==> src/rtl/counter_sequencer.sv <==
// Sequencer for an external 8-bit counter: load base, run to end, report the run length.
// Optional COUNTER_SEQUENCER_PERIODIC_EN adds a periodic reload loop with a period counter.
module counter_sequencer (
  input  logic       clk,
  input  logic       rst_n,
  input  logic       start,
  input  logic       abort,
  input  logic       ack,
  input  logic [7:0] base_value,
  input  logic [7:0] end_value,
  input  logic [7:0] cnt_state,
`ifdef COUNTER_SEQUENCER_PERIODIC_EN
  input  logic       periodic,
  output logic [7:0] period_cnt,
`endif
  output logic       cnt_rst,
  output logic       cnt_load,
  output logic       cnt_out_en,
  output logic [7:0] cnt_base,
  output logic       busy,
  output logic       done,
  output logic [7:0] run_len
);

  // state | meaning
  // IDLE  | counter held in reset, waiting for start
  // LOAD  | one cycle, counter loads the latched base
  // RUN   | counter enabled, watching for cnt_state == latched end
  // DONE  | counter held at end until ack
  typedef enum logic [1:0] {IDLE, LOAD, RUN, DONE} state_t;

  state_t     state;
  logic [7:0] base_q;
  logic [7:0] end_q;
  logic [7:0] run_cnt;
  logic [7:0] run_cnt_nxt;
  logic       match;

  assign match       = (state == RUN) && (cnt_state == end_q);
  assign run_cnt_nxt = run_cnt + 8'd1;

  always_ff @(posedge clk or negedge rst_n) begin
    if (!rst_n) begin
      state   <= IDLE;
      base_q  <= 8'd0;
      end_q   <= 8'd0;
      run_cnt <= 8'd0;
      run_len <= 8'd0;
`ifdef COUNTER_SEQUENCER_PERIODIC_EN
      period_cnt <= 8'd0;
`endif
    end else begin
      case (state)
        IDLE: begin
          if (start) begin
            base_q <= base_value;
            end_q  <= end_value;
            state  <= LOAD;
`ifdef COUNTER_SEQUENCER_PERIODIC_EN
            period_cnt <= 8'd0;
`endif
          end
        end
        LOAD: begin
          if (abort) begin
            state <= IDLE;
          end else begin
            run_cnt <= 8'd0;
            state   <= RUN;
          end
        end
        RUN: begin
          if (abort) begin
            state <= IDLE;
          end else begin
            run_cnt <= run_cnt_nxt;
            if (match) begin
              // a 256-cycle run wraps the count to 0 by design
              run_len <= run_cnt_nxt;
`ifdef COUNTER_SEQUENCER_PERIODIC_EN
              if (periodic) begin
                state <= LOAD;
                if (period_cnt != 8'hFF) period_cnt <= period_cnt + 8'd1;
              end else begin
                state <= DONE;
              end
`else
              state <= DONE;
`endif
            end
          end
        end
        DONE: begin
          if (abort || ack) state <= IDLE;
        end
        default: state <= IDLE;
      endcase
    end
  end

  // the counter loads end on the match cycle so it parks there through DONE
  assign cnt_base = ((state == DONE) || match) ? end_q : base_q;

  always_comb begin
    cnt_rst    = 1'b0;
    cnt_load   = 1'b0;
    cnt_out_en = 1'b0;
    busy       = 1'b0;
    done       = 1'b0;
    case (state)
      IDLE: cnt_rst = 1'b1;
      LOAD: begin
        cnt_load = 1'b1;
        busy     = 1'b1;
      end
      RUN: begin
        cnt_out_en = 1'b1;
        cnt_load   = match;
        busy       = 1'b1;
      end
      DONE: begin
        cnt_load   = 1'b1;
        cnt_out_en = 1'b1;
        done       = 1'b1;
      end
      default: cnt_rst = 1'b1;
    endcase
  end

endmodule
==> config.mk <==
export PLATFORM = sky130hd
export DESIGN_NAME = counter_sequencer
export DESIGN_NICKNAME = d
export VERILOG_FILES = /design/src/rtl/counter_sequencer.sv
export SDC_FILE = /design/constraint.sdc
export NUM_CORES = 1
export LEC_CHECK = 0
export BUFFER_PORTS_ARGS = -buffer_cell sky130_fd_sc_hd__buf_2
export CORE_ASPECT_RATIO = 1.75
export CORE_MARGIN = 1.5
export CORE_UTILIZATION = 53
export CTS_BUF_LIST = sky130_fd_sc_hd__clkbuf_8
export DETAILED_ROUTE_END_ITERATION = 8
export GPL_ROUTABILITY_DRIVEN = 0
export PLACE_DENSITY = 0.79
export SLEW_MARGIN = 15
export SYNTH_ARGS = -nofsm -noshare
export SYNTH_HDL_FRONTEND = slang
export SYNTH_SLANG_ARGS = --single-unit
export TNS_END_PERCENT = 10
==> constraint.sdc <==
create_clock -name clk -period 3.35 [get_ports clk]
set_input_delay 1.005 -clock clk [delete_from_list [all_inputs] [get_ports clk]]
set_output_delay 1.005 -clock clk [all_outputs]
set_load 0.01 [all_outputs]
## Word level (Yosys, flattened, before mapping)

Cells that the tools add are included.

- Multiplexer cells: 15
- Equal/unequal tests: 9
- Bitwise operators: 1
- $add $sub $neg: 1
- Reduce and logical (&&, ||, !) cells: 12

Operators with widths:

| kind | count |
|---|---|
| 8-bit 2-to-1 mux | 3 |
| 8-bit case mux with 2 select lines | 1 |
| 2-bit 2-to-1 mux | 5 |
| 3-bit AND reduction | 3 |
| 8-bit by 1-bit adder with 8-bit output (second input constant) | 1 |
| 8-bit == test | 1 |
| 2-bit != test (second input constant) | 4 |
| 2-bit case mux with 4 select lines | 1 |
| 2-bit OR reduction | 3 |
| 2-bit == test (second input constant) | 2 |
| 1-bit 2-to-1 mux | 4 |
| 3-bit != test (second input constant) | 1 |
| 2-bit by 1-bit == test with 1-bit output (second input constant) | 1 |
| 2-bit logical NOT | 1 |
| 1-bit logical OR | 2 |
| 1-bit case mux with 2 select lines | 1 |
| 2-bit AND reduction | 1 |
| 2-bit nonzero test | 1 |
| 1-bit logical AND | 1 |
| 1-bit inverter | 1 |

- Flip-flop bits (word level): 34
- Output and inout bits: 21

## Depth between registers and ports, before layout

- Depth after elaboration: 5
- Depth in mapped cells: 7
- Mapped depth without buffers: 7

## Worst setup path before layout

Ideal clock, no wire load.

- Kind: input-to-output
- Start point: input port cnt_state[3]
- End point: output port cnt_base[0]
- Setup slack: 0.239 ns
- Arrival: 2.106 ns
- Buffers on the path: 0
- Stages: 4
- Path through: xor2_1 nor4_2 a31oi_2 mux2_2

- Word-level cells in the longest chain between the ends: 4

Ends and longest elaborated chain:

| item | line | source |
|---|---|---|
| from (decl) | 11 | `input logic [7:0] cnt_state,` |
| 8-bit == test | 39 | `assign match = (state == RUN) && (cnt_state == end_q);` |
| 1-bit logical AND | 39 |  |
| 1-bit logical OR | 102 | `assign cnt_base = ((state == DONE) \|\| match) ? end_q : base_q;` |
| 8-bit 2-to-1 mux | 102 |  |
| to (decl) | 19 | `output logic [7:0] cnt_base,` |

Every way passes these cells.

## Worst setup path in the final report

- Start point: input port cnt_state[0]
- End point: output port cnt_base[6]

Same word-level chain as after synthesis.

==> results_dict.tcl <==
set metrics [dict create \
    status "finished with violations" \
    violations "negative setup slack" \
    drtAntennaViolNets 0 \
    dr.pass1.iters 4 \
    path_clk_slew_ns 0.06 \
    worst-setup-path-type "in2out" \
    n_fill_cell 226 \
    leakage_nw 1.12 \
    io_buffer_count 49 \
    track_usage_pct 22.0 \
    clock_latency_ns 0.29 \
    skew_ns 0.00156 \
    holdPathEnd "run_len[6]$_DFFE_PN0P_" \
    dp_hpwl_um 2600 \
    coreArea_sq_mm 0.00311 \
    synth_ff_type "dfrtp_1" \
    grt_first_pass_wirelength_um 5660 \
    rr_worst_depth 6 \
    report.final.slew_viol_count 0 \
    htreeDepth 2 \
    start_util_pct 55.3 \
    synth_cell_types 29 \
    cts.sinks 34 \
    dieArea_sq_mm 0.00361 \
    required_ns 2.34 \
    drc 0 \
    power_mw 1.70 \
    die_w_um 46.1 \
    hp-class "reg2reg" \
    yosysMostFrequentCell "dfrtp_1" \
    ios 50 \
    synthArstFlopShare_pct 100 \
    ys_warn_count 0 \
    worstReg2RegStart "end_q[6]$_DFFE_PN0P_" \
    synthesis.area_sq_mm 0.00172 \
    first_global_vias 1307 \
    grt_setup_unrepaired "true" \
    pre_cts_ws_ns -0.130 \
    vias 1284 \
    num_rows 27 \
    slew_headroom_pct 50.4 \
    vdd_drop_max_v 0.000578 \
    avgSynthCellArea_sq_um 12.2 \
    worstSetupEndpointType "output port" \
    worstMarginPinSlew_ns 0.744 \
    synth_top_area_share_pct 49.5 \
    dieHeight_um 78.3 \
    fin_ws_ns -0.0243 \
    critPathArrivalTime_ns 2.37 \
    crit_fanout 4 \
    syn_nets 175 \
    synth_edf_count 0 \
    grt_antenna_before_repair 0 \
    timing.fmax_mhz 296 \
    nets 236 \
    worstHoldPathCells 1 \
    drtIter0Drc 12 \
    min_period_ns 3.37 \
    gr-total-overflow 0 \
    root_buffer "clkbuf_8" \
    clockBufferDepth 2 \
    yosys.area.top_type "dfrtp_1" \
    ys_seq_area_share_pct 49.5 \
    hold_violations 0 \
    areaGrowthSynthToFinish_pct 28.9 \
    ys_ff_latch 34 \
    synth_common_cells "34 x dfrtp_1, 24 x mux2_2, 10 x nand2_1, 10 x xor2_1, 8 x inv_1" \
    drive_above_1_share_pct 46.8 \
    critPathLaunchType "input port" \
    cts_buffers 5 \
    worstHoldStart "run_len[6]$_DFFE_PN0P_" \
    wire_per_inst_um 14.3 \
    diodes 0 \
    cap_violations 0 \
    wirelength_um 3510 \
    cts_tree "done" \
    r2r-end "run_len[2]$_DFFE_PN0P_" \
    power_density_mw_per_mm2 769 \
    reg2reg_slack_ns 1.44 \
    grt_max_degree 35 \
    synthTopCellsByArea "dfrtp_1 49%, mux2_2 16%, xor2_1 5.1%" \
    fin_crit_sh_pct 101 \
    netlist_instances 141 \
    routed_via_density 5.22 \
    finalSetupViolations 8 \
]
## cells in the final DEF, fill, tap and decap left out
master / instances
buf_6: 8
mux2i_1: 3
nor2_8: 1
a2111oi_0: 1
buf_4: 3
buf_2: 45
o21bai_2: 1
and3_1: 2
o21ai_0: 7
xor2_1: 10
nand2_2: 1
dfrtp_1: 34
or2_2: 1
nor4_2: 1
inv_1: 9
nand3_1: 2
mux2_2: 24
clkbuf_8: 6
xnor2_1: 4
nor3_1: 1
nor3b_1: 1
a221o_1: 1
nor2_1: 5
o31ai_1: 2
nand2b_1: 1
a31oi_4: 1
ha_1: 5
a21o_1: 3
a22o_1: 1
clkinv_2: 1
a21oi_1: 1
nand2_1: 10
mux2_1: 5
a21oi_2: 1
nor4_4: 1
## logic make-up after synthesis
family,count (synthesis),synth area share [%]
and+or+nand+nor,27,9.03
adders and majority gates,5,3.64
AOI/OAI and AO/OA,19,7.79
DFF,34,49.5
muxes,32,20.7
xor gates and xnor gates,14,7.13
buffers and inverters,10,2.18
## critical path: stages
cell and delay, ns:
buf_2 0.11, xor2_1 0.21, nor4_2 0.08, buf_4 0.15, a31oi_4 0.21, buf_6 0.16, mux2_2 0.32, buf_2 0.14
## metrics by stage
| step | hold WS [ns] | setup TNS [ns] | utilization [%] | cells | cell area (sq um) |
|---|---|---|---|---|---|
| after global routing | 0.520 | -0.643 | 71.3 | 246 | 2220 |
| after detailed placement | 0.475 | -0.937 | 65.2 | 233 | 2030 |
| after floorplan | 0.470 | 0 | - | 141 | 1720 |
| after CTS | 0.489 | -0.251 | 70.8 | 246 | 2200 |
| after global placement | 0.463 | -0.912 | 65.2 | 233 | 2030 |
| final | 0.483 | -0.130 | 71.3 | 246 | 2220 |
## state kept, by name, indices dropped and copies added (netlist names)
signal / cells
base_q: 8
run_cnt: 8
end_q: 8
run_len: 8
state: 2
## report_power, final
part	switching, mW	total, mW	internal, mW	leakage [nW]
combinational	0.359	0.766	0.407	0.652
sequential	0.0971	0.632	0.535	0.420
clock	0.143	0.305	0.162	0.0524
## cell type report
cell class | instances | area, sq um | share of cell area, %
timing repair buffer | 56 | 338 | 15.2
sequential | 34 | 851 | 38.4
clock buffer | 6 | 82.6 | 3.73
tap | 43 | 53.8 | 2.43
clock inverter | 2 | 8.76 | 0.395
inverter | 8 | 30.0 | 1.36
multi-input combinational | 97 | 852 | 38.5
## worst max-delay path by stage
stage | startpoint | endpoint | slack (ns) | cells after the start
floorplan | cnt_state[3] | cnt_base[0] | 0.24 | 4
global placement | cnt_state[2] | cnt_base[7] | -0.12 | 6
detailed placement | cnt_state[2] | cnt_base[7] | -0.13 | 6
CTS | cnt_state[6] | cnt_base[7] | -0.04 | 7
global route | cnt_state[0] | cnt_base[7] | -0.08 | 8
finish | cnt_state[0] | cnt_base[6] | -0.02 | 8
## layer usage
metal | routed length [um] | global-route usage (%) | part of all wire [%]
met5 | 0 | 0 | 0
met4 | 67 | 11.1 | 1.9
met3 | 140 | 5.75 | 4.0
met2 | 2040 | 38.9 | 58
met1 | 1260 | 21.9 | 36
## repair_timing
item	4_1_cts	5_1_grt
endpoints found under the setup margin	9	9
hold buffers	0	0
setup buffers	5	0
pin swaps	3	3
resized for setup	10	3
endpoints found under the hold margin	0	0
No activity file was read; power rests on OpenSTA's default activity.
